### src/rtl/redmule_tiler_mp_if.sv
// redmule_tiler_mp_if: job request and tiling-result bundle between regfile/controller and the tiler.
// The slave modport is the tiler side; the master modport is the job issuer / result consumer.
interface redmule_tiler_mp_if;
  logic [15:0]  m_size_i;
  logic [15:0]  n_size_i;
  logic [15:0]  k_size_i;
  logic [2:0]   fmt_i;
  logic         start_valid_i;
  logic         start_ready_o;
  logic [63:0]  iters_o;
  logic [31:0]  lftovr_o;
  logic [15:0]  x_slots_o;
  logic [95:0]  strides_o;
  logic [111:0] totals_o;
  logic         valid_o;
  logic         ready_i;
  logic         err_o;

  modport slave (
    input  m_size_i, n_size_i, k_size_i, fmt_i, start_valid_i, ready_i,
    output start_ready_o, iters_o, lftovr_o, x_slots_o, strides_o, totals_o, valid_o, err_o
  );

  modport master (
    output m_size_i, n_size_i, k_size_i, fmt_i, start_valid_i, ready_i,
    input  start_ready_o, iters_o, lftovr_o, x_slots_o, strides_o, totals_o, valid_o, err_o
  );
endinterface

### src/rtl/redmule_tiler_mp.sv
// redmule_tiler_mp: multi-precision GEMM tiler using one shared 16-step shift-add multiplier.
// Optional size/overflow checking on err_o is enabled by defining REDMULE_TILER_ERR_EN.
module redmule_tiler_mp #(
  parameter int unsigned ARRAY_WIDTH  = 12,
  parameter int unsigned ARRAY_HEIGHT = 4,
  parameter int unsigned PIPE_REGS    = 3,
  parameter int unsigned DATAW        = 288
) (
  input logic               clk_i,
  input logic               rst_i,
  input logic               clear_i,
  redmule_tiler_mp_if.slave bus
);
  localparam logic [15:0] AW      = 16'(ARRAY_WIDTH);
  localparam logic [15:0] AH      = 16'(ARRAY_HEIGHT);
  localparam logic [15:0] D       = 16'(ARRAY_HEIGHT * (PIPE_REGS + 1));
  localparam logic [15:0] SLOTS16 = 16'(DATAW / (ARRAY_HEIGHT * 16));
  localparam logic [15:0] SLOTS8  = 16'(DATAW / (ARRAY_HEIGHT * 8));
`ifdef REDMULE_TILER_ERR_EN
  localparam int unsigned ACCW = 48;
`else
  localparam int unsigned ACCW = 32;
`endif

  typedef enum logic [2:0] {
    FMT_FP32 = 3'd0, FMT_FP64 = 3'd1, FMT_FP16 = 3'd2,
    FMT_FP8  = 3'd3, FMT_FP16ALT = 3'd4, FMT_FP8ALT = 3'd5
  } gemm_fmt_e;

  typedef enum logic [2:0] {IDLE, LATCH, MUL1, MUL2, MUL3, DONE} state_e;

  state_e state_q, state_d;

  logic [63:0]     iters_q;
  logic [31:0]     lftovr_q;
  logic [15:0]     x_slots_q;
  logic [95:0]     strides_q;
  logic [111:0]    totals_q;
  logic [31:0]     p1_q, p2_q;
  logic [ACCW-1:0] acc_q, acc_sum;
  logic [3:0]      cnt_q;

  logic        accept, mul_busy, mul_last;
  logic [15:0] mul_a;
  logic [31:0] mul_b;

  // Job decode from the request inputs; captured on the accept edge.
  logic        bitw8;
  logic [15:0] xr, xc, wc, xr_it, xc_it, wc_it, wr_it, slots;
  logic [7:0]  xr_l, xc_l, wc_l, wr_l;
  logic [31:0] x_d1, w_d0;

  always_comb begin
    bitw8 = (bus.fmt_i == FMT_FP8) || (bus.fmt_i == FMT_FP8ALT);
    xr    = bus.m_size_i / AW;
    xc    = bus.n_size_i / D;
    wc    = bus.k_size_i / D;
    xr_l  = 8'(bus.m_size_i - xr * AW);
    xc_l  = 8'(bus.n_size_i - xc * D);
    wc_l  = 8'(bus.k_size_i - wc * D);
    wr_l  = 8'(bus.n_size_i - (bus.n_size_i / AH) * AH);
    xr_it = xr + {15'b0, xr_l != 8'd0};
    xc_it = xc + {15'b0, xc_l != 8'd0};
    wc_it = wc + {15'b0, wc_l != 8'd0};
    wr_it = (wr_l != 8'd0) ? bus.n_size_i + (AH - {8'b0, wr_l}) : bus.n_size_i;
    slots = bitw8 ? ({8'b0, xc_l} + SLOTS8 - 16'd1) / SLOTS8
                  : ({8'b0, xc_l} + SLOTS16 - 16'd1) / SLOTS16;
    x_d1  = bitw8 ? {16'b0, bus.n_size_i} : {15'b0, bus.n_size_i, 1'b0};
    w_d0  = bitw8 ? {16'b0, bus.k_size_i} : {15'b0, bus.k_size_i, 1'b0};
  end

  always_ff @(posedge clk_i) begin
    if (rst_i || clear_i) state_q <= IDLE;
    else                  state_q <= state_d;
  end

  always_comb begin
    state_d  = state_q;
    accept   = 1'b0;
    mul_busy = 1'b0;
    mul_a    = '0;
    mul_b    = '0;
    unique case (state_q)
      IDLE: if (bus.start_valid_i) begin
        accept  = 1'b1;
        state_d = LATCH;
      end
      LATCH: state_d = MUL1;
      MUL1: begin
        mul_busy = 1'b1;
        mul_a    = iters_q[63:48];
        mul_b    = {16'b0, iters_q[15:0]};
        if (cnt_q == 4'd15) state_d = MUL2;
      end
      MUL2: begin
        mul_busy = 1'b1;
        mul_a    = iters_q[47:32];
        mul_b    = p1_q;
        if (cnt_q == 4'd15) state_d = MUL3;
      end
      MUL3: begin
        mul_busy = 1'b1;
        mul_a    = iters_q[31:16];
        mul_b    = p1_q;
        if (cnt_q == 4'd15) state_d = DONE;
      end
      DONE: if (bus.ready_i) state_d = IDLE;
      default: state_d = IDLE;
    endcase
    mul_last = mul_busy && (cnt_q == 4'd15);
    acc_sum  = acc_q + (mul_a[cnt_q] ? (ACCW'(mul_b) << cnt_q) : '0);
  end

  always_ff @(posedge clk_i) begin
    if (rst_i || clear_i) begin
      iters_q   <= '0;
      lftovr_q  <= '0;
      x_slots_q <= '0;
      strides_q <= '0;
      totals_q  <= '0;
      p1_q      <= '0;
      p2_q      <= '0;
      acc_q     <= '0;
      cnt_q     <= '0;
    end else begin
      if (accept) begin
        iters_q   <= {xr_it, xc_it, wr_it, wc_it};
        lftovr_q  <= {xr_l, xc_l, wr_l, wc_l};
        x_slots_q <= slots;
        strides_q <= {x_d1, w_d0, 32'(w_d0 * {16'b0, AW})};
      end
      // The counter wraps to 0 on the last step, so each product starts clean.
      if (mul_busy) begin
        cnt_q <= cnt_q + 4'd1;
        acc_q <= mul_last ? '0 : acc_sum;
      end
      if (mul_last) begin
        unique case (state_q)
          MUL1: p1_q <= acc_sum[31:0];
          MUL2: p2_q <= acc_sum[31:0];
          MUL3: totals_q <= {p1_q[15:0], p2_q, acc_sum[31:0], 32'(p1_q * {16'b0, AW})};
          default: ;
        endcase
      end
    end
  end

`ifdef REDMULE_TILER_ERR_EN
  logic zero_q, ovf_q, big_q, lft_big;

  always_comb begin
    lft_big = (16'(bus.m_size_i - xr * AW) > 16'd255) ||
              (16'(bus.n_size_i - xc * D)  > 16'd255) ||
              (16'(bus.k_size_i - wc * D)  > 16'd255);
  end

  always_ff @(posedge clk_i) begin
    if (rst_i || clear_i) begin
      zero_q <= 1'b0;
      ovf_q  <= 1'b0;
      big_q  <= 1'b0;
    end else if (accept) begin
      zero_q <= (bus.m_size_i == '0) || (bus.n_size_i == '0) || (bus.k_size_i == '0);
      big_q  <= lft_big;
      ovf_q  <= 1'b0;
    end else if (mul_last && (|acc_sum[ACCW-1:32])) begin
      ovf_q  <= 1'b1;
    end
  end

  assign bus.err_o = (state_q == DONE) && (zero_q || ovf_q || big_q);
`else
  assign bus.err_o = 1'b0;
`endif

  assign bus.start_ready_o = (state_q == IDLE);
  assign bus.valid_o       = (state_q == DONE);
  assign bus.iters_o       = iters_q;
  assign bus.lftovr_o      = lftovr_q;
  assign bus.x_slots_o     = x_slots_q;
  assign bus.strides_o     = strides_q;
  assign bus.totals_o      = totals_q;
endmodule
### src/flat_wrapper.sv
// flat-port wrapper written by rule: the top's interface ports become plain ports
module redmule_tiler_mp_flat 
#(
  parameter int unsigned ARRAY_WIDTH  = 12,
  parameter int unsigned ARRAY_HEIGHT = 4,
  parameter int unsigned PIPE_REGS    = 3,
  parameter int unsigned DATAW        = 288
)
  (clk_i, rst_i, clear_i, bus_m_size_i, bus_n_size_i, bus_k_size_i, bus_fmt_i, bus_start_valid_i, bus_ready_i, bus_start_ready_o, bus_iters_o, bus_lftovr_o, bus_x_slots_o, bus_strides_o, bus_totals_o, bus_valid_o, bus_err_o);
  redmule_tiler_mp_if bus_i ();
  input logic clk_i;
  input logic rst_i;
  input logic clear_i;
  input wire logic [$bits(bus_i.m_size_i)-1:0] bus_m_size_i;
  input wire logic [$bits(bus_i.n_size_i)-1:0] bus_n_size_i;
  input wire logic [$bits(bus_i.k_size_i)-1:0] bus_k_size_i;
  input wire logic [$bits(bus_i.fmt_i)-1:0] bus_fmt_i;
  input wire logic [$bits(bus_i.start_valid_i)-1:0] bus_start_valid_i;
  input wire logic [$bits(bus_i.ready_i)-1:0] bus_ready_i;
  output wire logic [$bits(bus_i.start_ready_o)-1:0] bus_start_ready_o;
  output wire logic [$bits(bus_i.iters_o)-1:0] bus_iters_o;
  output wire logic [$bits(bus_i.lftovr_o)-1:0] bus_lftovr_o;
  output wire logic [$bits(bus_i.x_slots_o)-1:0] bus_x_slots_o;
  output wire logic [$bits(bus_i.strides_o)-1:0] bus_strides_o;
  output wire logic [$bits(bus_i.totals_o)-1:0] bus_totals_o;
  output wire logic [$bits(bus_i.valid_o)-1:0] bus_valid_o;
  output wire logic [$bits(bus_i.err_o)-1:0] bus_err_o;
  assign bus_i.m_size_i = bus_m_size_i;
  assign bus_i.n_size_i = bus_n_size_i;
  assign bus_i.k_size_i = bus_k_size_i;
  assign bus_i.fmt_i = bus_fmt_i;
  assign bus_i.start_valid_i = bus_start_valid_i;
  assign bus_i.ready_i = bus_ready_i;
  assign bus_start_ready_o = bus_i.start_ready_o;
  assign bus_iters_o = bus_i.iters_o;
  assign bus_lftovr_o = bus_i.lftovr_o;
  assign bus_x_slots_o = bus_i.x_slots_o;
  assign bus_strides_o = bus_i.strides_o;
  assign bus_totals_o = bus_i.totals_o;
  assign bus_valid_o = bus_i.valid_o;
  assign bus_err_o = bus_i.err_o;
  redmule_tiler_mp #(.ARRAY_WIDTH(ARRAY_WIDTH), .ARRAY_HEIGHT(ARRAY_HEIGHT), .PIPE_REGS(PIPE_REGS), .DATAW(DATAW)) u_core (.clk_i(clk_i), .rst_i(rst_i), .clear_i(clear_i), .bus(bus_i));
endmodule
### config.mk
export PLATFORM = sky130hd
export DESIGN_NAME = redmule_tiler_mp_flat
export DESIGN_NICKNAME = d
export VERILOG_FILES = /design/src/rtl/redmule_tiler_mp_if.sv /design/src/rtl/redmule_tiler_mp.sv /design/src/flat_wrapper.sv
export SDC_FILE = /design/constraint.sdc
export NUM_CORES = 1
export LEC_CHECK = 0
export CORE_MARGIN = 3
export CORE_UTILIZATION = 54
export DETAILED_ROUTE_END_ITERATION = 7
export PLACE_DENSITY_LB_ADDON = 0.25
export SETUP_SLACK_MARGIN = 0.2
export SLEW_MARGIN = 20
export SYNTH_ARGS = -nofsm -noshare
export SYNTH_HDL_FRONTEND = slang
export SYNTH_SLANG_ARGS = --single-unit
export TNS_END_PERCENT = 20
### constraint.sdc
create_clock -name clk_i -period 11.95 [get_ports clk_i]
set_clock_uncertainty 0.2 [all_clocks]
set_input_delay 1.7925 -clock clk_i [delete_from_list [all_inputs] [get_ports clk_i]]
set_output_delay 1.7925 -clock clk_i [all_outputs]
set_load 0.01 [all_outputs]
==> results of run 1 <==
## layout make-up
type                    count  share of cell area
multi-input cells        2319               0.518
repair buffers            332               0.124
diodes                      2            0.000189
clock buffers              53              0.0431
inverters                  62             0.00880
well taps                 525              0.0248
clock inverters            21              0.0152
flip-flops and latches    350               0.265
## critical path, delay by kind of cell
family,cells,cell delay [ns]
AO/OA/AOI/OAI,15,3.62
XOR/XNOR,1,0.16
adder cells (fa/ha/maj),5,1.53
buffers and inverters,4,1.07
multiplexers,3,1.15
AND/OR/NAND/NOR,7,1.42
## stage by stage
step           power, W  instances  instance area [um^2]  hold slack (ns)   util
6_report        0.00316       3664                 26400            0.247  0.662
3_3_place_gp    0.00175       3587                 24900            0.241  0.623
3_5_place_dp    0.00176       3587                 24900            0.243  0.623
2_1_floorplan   0.00161       3001                 22200            0.232      -
4_1_cts         0.00317       3661                 26400            0.252  0.662
5_1_grt         0.00328       3662                 26400            0.271  0.662
## sequential cells by signal (all words and copies together), names as in the netlist
| register | count |
|---|---|
| u_core.bus.lftovr_o | 16 |
| u_core.bus.strides_o | 52 |
| u_core.p1_q | 32 |
| u_core.bus.iters_o | 56 |
| u_core.bus.x_slots_o | 14 |
| u_core.cnt_q | 4 |
| u_core.acc_q | 32 |
| u_core.bus.totals_o | 109 |
| u_core.state_q | 3 |
| u_core.p2_q | 32 |
## routing by layer
metal	up-vias	share of wire	track usage
li1	10500	-	-
met1	10400	0.41	0.401
met2	773	0.47	0.533
met3	158	0.083	0.0864
met4	6	0.040	0.124
met5	-	0.00055	0
## power groups by stage
stage	combinational (W)	sequential, W	clock [W]
after floorplan	0.000373	0.00124	0
final	0.000532	0.00121	0.00141
after CTS	0.000527	0.00121	0.00142
after global placement	0.000514	0.00124	0
after global routing	0.000586	0.00121	0.00148
after detailed placement	0.000522	0.00124	0
## kinds of logic after synthesis
group,after synthesis
simple gates,1185
compound gates,748
flops,350
buf+inv,332
xor+xnor,129
fa+ha+maj,115
mux,72
other cells,1
## worst max path at each step
stage | start | endpoint | cells past startpoint
after floorplan | bus_m_size_i[15] | u_core.bus.iters_o[60] | 38
after global placement | bus_m_size_i[11] | u_core.bus.iters_o[59] | 35
after detailed placement | bus_m_size_i[11] | u_core.bus.iters_o[59] | 35
after CTS | bus_m_size_i[11] | u_core.bus.iters_o[59] | 35
after global routing | bus_m_size_i[11] | u_core.bus.iters_o[59] | 35
final | bus_m_size_i[11] | u_core.bus.iters_o[59] | 35
## cells in the final DEF (no fill, tap or decap), types with 8 or more instances in the layout
cell and instances:
nand2_1 498, nor2_1 363, dfxtp_1 348, a21oi_1 334
clkdlybuf4s50_1 308, ha_1 108, a211oi_1 83, xnor2_1 83
o21ai_0 77, conb_1 70, nand3_1 68, nor3_1 66
inv_1 58, xor2_1 45, clkbuf_16 40, mux2i_1 37
nor2b_1 33, a22oi_1 29, and2_1 26, a21o_1 26
a311oi_1 26, mux2_2 25, and3_1 23, buf_4 22
or3_1 21, a221oi_1 19, nand2b_1 18, o21a_1 17
nand4_1 15, a31oi_1 15, o31ai_1 13, o211ai_1 13
or2_2 11, mux4_2 10, clkbuf_8 9, bufinv_16 9
o22ai_1 8
==> flow_summary.toml, run 1 <==
[grt]
globalRouteOverflowTotal = 0
grt_pass1_vias = 20900
grt_use_total = 0.322
grt_antenna_before_repair = 5
grt_max_degree = 225
grt_pass1_wl_um = 114000

[clocking]
cts_tree = "yes"
post_cts_resized = 0
post_cts_buffers = 0
cts-root-buf = "clkbuf_16"
cts_num_sinks = 350
clockBufferDepth = 3
ctsHoldBuffers = 0
cts_htree_levels = 2
clk_latency_ns = 0.59
clk_pin_slew_ns = 0.06
cts_buffers = 40

[synthesis]
ys_seq_area_frac = 0.319
syn_avg_cell_area_um2 = 7.48
synth-simple-area-share = 0.234
yosysWarnings = 0
ys.flop_type = "dfxtp_1"
synth_top_family_by_area = "simple AND/OR/NAND/NOR gates"
synth_common_cells = "500 x nand2_1, 366 x nor2_1, 350 x dfxtp_1"
yosysUniqueCellTypes = 87
synth.most_common_cell = "nand2_1"
synthXorXnorAreaFrac = 0.0521
synth_top_area_cell = "dfxtp_1"
synthArstFlopShare = 0
synth_edf_count = 0
synth-seq-cells = 350
syn_inst = 2932
synth_compound_area_frac = 0.217
synth_top_area_share = 0.319
synthMuxAreaShare = 0.0400
synth_area_mm2 = 0.0219
synth_fa_ha_area_frac = 0.0671
synth_area_leaders = "dfxtp_1 32%, nand2_1 8.6%, a21oi_1 7.6%"

[sta]
slew_headroom = 0.239
fin_tns_setup_ns = 0
report.final.setup_viol = 0
grt_setup_unrepaired = "no"
setup_ws_ns = 1.46
period_minus_slack_ns = 10.49
layout_worst_path_cycle_share = 0.878
hold_violations = 0
final_max_slew_viol_count = 0
clock.fmax_mhz = 95.3
worst_pin_slew_ns = 1.14

[place]
dp_hpwl_um = 53000
portBuffers = 308
gp_congestion = 0.954
preCtsSetupSlack_ns = 1.06

[hold_path]
min-delay-start = "u_core.bus.totals_o[27]"
hold_depth = 2
hold_path_end = "u_core.bus.totals_o[27]"
hold_path_class = "reg -> reg"

[route]
ant_nets = 0
wl_per_cell_um = 19.8
drt_iter0_markers = 1763
drc = 0
postRouteWirelength_um = 72600
vias = 21800
vias_per_cell = 5.95
first_pass_iters = 6

[power_and_ir_drop]
p_leak_nw = 9.81
power-per-cell-area_mw_per_mm2 = 119
swShare = 0.276
seqPwrFrac = 0.384
power.internal_w = 0.00228
p_switching_w = 0.000872
pwr-share-clk = 0.447
combPwrFrac = 0.169
ir_drop_mv = 0.123

[floorplan]
coreArea_mm2 = 0.0399
die_area_mm2 = 0.0431
ios = 379
die-height_um = 208
dieWidth_um = 208
start_util = 0.550
core.rowCount = 73

[critical_path]
timing.rr.end = "u_core.bus.totals_o[60]"
worstPathArrival_ns = 10.77
r2r_start = "u_core.state_q[2]"
start_kind = "input port"
r2r_setup_slack_ns = 4.59
r2r_cells = 23
worst_setup_path_end_kind = "flop"
crit_type = "in -> reg"
cpPeakStageDelay_ns = 0.62
cp.required_ns = 12.23
worstPathMaxFanout = 14
worst_path_max_delay_cell = "clkdlybuf4s50_1"

[run]
drv_cap = 0

[outcome]
status = "finished clean"

[cells_and_area]
area_growth_pct = 20.5
drive_gt1_frac = 0.0529
fin_nets = 3274
seqCellArea_mm2 = 0.00701
fillCellCount = 3434
multi_input_area_mm2 = 0.0137
Power figures use the tool's default switching activity.
==> inputs of run 2 (changes only) <==
--- a/config.mk
+++ b/config.mk
@@ -5,6 +5,7 @@
 export SDC_FILE = /design/constraint.sdc
 export NUM_CORES = 1
 export LEC_CHECK = 0
+export ABC_AREA = 0
 export CORE_MARGIN = 3
 export CORE_UTILIZATION = 54
 export DETAILED_ROUTE_END_ITERATION = 7
==> results of run 2 <==
No change in the layout: final DEF, timing and power equal those of run 1.
==> inputs of run 3 (changes only) <==
==> constraint.sdc (replaced) <==
create_clock -name clk_i -period 11.91 [get_ports clk_i]
set_clock_uncertainty 0.2 [all_clocks]
set_input_delay 1.7865 -clock clk_i [delete_from_list [all_inputs] [get_ports clk_i]]
set_output_delay 1.7865 -clock clk_i [all_outputs]
set_load 0.01 [all_outputs]
==> run 3 against run 2 <==
Global-route usage decreased by 0.13 points. Combinational power increased by 0.8%. Count of clock-buffer cells in the layout decreased by 1. Routed wire length decreased by 0.17%. Critical path type unchanged. Critical endpoint unchanged. Highest routed layer unchanged.
==> flow_summary.toml, run 3 (same netlist as run 1, synthesis figures left out) <==
[floorplan]
dieWidth_um = 208
core.rowCount = 73
coreArea_mm2 = 0.0399
start_util = 0.550
die-height_um = 208
die_area_mm2 = 0.0431
ios = 379

[clocking]
cts_htree_levels = 2
clockBufferDepth = 3
cts_tree = "yes"
post_cts_resized = 0
post_cts_buffers = 0
cts_buffers = 38
cts_num_sinks = 350
ctsHoldBuffers = 0
clk_latency_ns = 0.57
clk_pin_slew_ns = 0.06
cts-root-buf = "clkbuf_16"

[route]
drc = 0
vias = 22000
postRouteWirelength_um = 72500
ant_nets = 0
wl_per_cell_um = 19.8
drt_iter0_markers = 2212
vias_per_cell = 6.03
first_pass_iters = 7

[power_and_ir_drop]
power-per-cell-area_mw_per_mm2 = 115
ir_drop_mv = 0.0974
p_leak_nw = 9.69

[critical_path]
start_kind = "input port"
worstPathArrival_ns = 10.75
endpoint = "u_core.bus.iters_o[59]"
r2r_cells = 23
r2r_start = "u_core.state_q[2]"
cpPeakStageDelay_ns = 0.60
worst_setup_path_end_kind = "flop"
r2r_setup_slack_ns = 4.44
cp.required_ns = 12.19
crit_type = "in -> reg"
timing.rr.end = "u_core.acc_q[28]"
critPathLaunch = "bus_m_size_i[11]"
worstPathMaxFanout = 14
worst_path_max_delay_cell = "clkdlybuf4s50_1"

[sta]
report.final.setup_viol = 0
period_minus_slack_ns = 10.47
final_max_slew_viol_count = 0
timing.hold.ws_ns = 0.250
slew_headroom = 0.187
grt_setup_unrepaired = "no"
fin_tns_setup_ns = 0
worst_pin_slew_ns = 1.20
setup_ws_ns = 1.44
hold_violations = 0
layout_worst_path_cycle_share = 0.879
clock.fmax_mhz = 95.5

[cells_and_area]
fillCellCount = 3393
fin_nets = 3270
postLayoutCellArea_mm2 = 0.0262
largest_register_ffs = 109
area_growth_pct = 19.4
drive_gt1_frac = 0.0502
mostFrequentLayoutCells = "498 x nand2_1, 364 x nor2_1, 348 x dfxtp_1"
final_common_cell = "nand2_1"

[run]
drv_cap = 0

[place]
dp_hpwl_um = 52500
preCtsSetupSlack_ns = 1.04
portBuffers = 308
gp_congestion = 0.976
placed_area_mm2 = 0.0248

[hold_path]
hold_depth = 2
hold_path_class = "reg -> reg"

[grt]
grt_use_total = 0.320
grt_max_degree = 228
grt_pass1_vias = 20700
grt_antenna_before_repair = 6
grt_pass1_wl_um = 114000
globalRouteOverflowTotal = 0

[outcome]
status = "finished clean"
run 3: changes by cell type in the layout (fill, tap and decap cells not counted), sizes merged:
cell / before / now
bufinv: 9 / 3
clkinv: 13 / 9
buf: 24 / 22
clkinvlp: 0 / 2
diode: 2 / 4
inv: 61 / 63
clkbuf: 53 / 52
run 3: power by group:
group	leakage (nW)	total [W]	switching (W)	internal, W
combinational	6.21	0.000536	0.000319	0.000217
sequential	2.83	0.00122	0.0000215	0.00119
clock	0.648	0.00125	0.000520	0.000728
run 3: how the worst min path moves through the flow:
stage,to,startpoint
floorplan,u_core.bus.totals_o[92],u_core.p2_q[28]
global placement,u_core.bus.totals_o[53],u_core.bus.totals_o[53]
detailed placement,u_core.bus.totals_o[90],u_core.bus.totals_o[90]
CTS,u_core.bus.totals_o[90],u_core.bus.totals_o[90]
global route,u_core.bus.totals_o[21],u_core.bus.totals_o[21]
finish,u_core.bus.totals_o[23],u_core.bus.totals_o[23]
run 3: final cells by class:
class / count / area (um^2) / share of cell area
antenna: 4 / 10.0 / 0.000382
clock buffer: 52 / 1110 / 0.0425
clock inverter: 15 / 200 / 0.00764
inverter: 62 / 233 / 0.00889
multi-input combinational: 2319 / 13700 / 0.523
sequential: 350 / 7010 / 0.268
tap: 525 / 657 / 0.0251
timing repair buffer: 330 / 3270 / 0.125
run 3: worst max-delay path: cells and delay by family:
family          cells  cell delay [ns]
mux                 3             1.15
xor+xnor            1             0.16
fa+ha+maj           5             1.51
simple gates        7             1.41
compound gates     15             3.68
buf+inv             4             1.03
run 3: metal layers:
| metal | vias up | global-route usage | part of all wire |
|---|---|---|---|
| met5 | - | 0 | 0.00057 |
| met4 | 6 | 0.114 | 0.038 |
| met3 | 168 | 0.0798 | 0.090 |
| met2 | 926 | 0.530 | 0.47 |
| met1 | 10500 | 0.408 | 0.40 |
| li1 | 10500 | - | - |
run 3: metrics by stage:
stage | std cells | power [W] | util
6_report | 3657 | 0.00300 | 0.656
5_1_grt | 3654 | 0.00312 | 0.656
3_5_place_dp | 3585 | 0.00176 | 0.623
4_1_cts | 3652 | 0.00300 | 0.655
3_3_place_gp | 3585 | 0.00176 | 0.623
2_1_floorplan | 3001 | 0.00162 | -
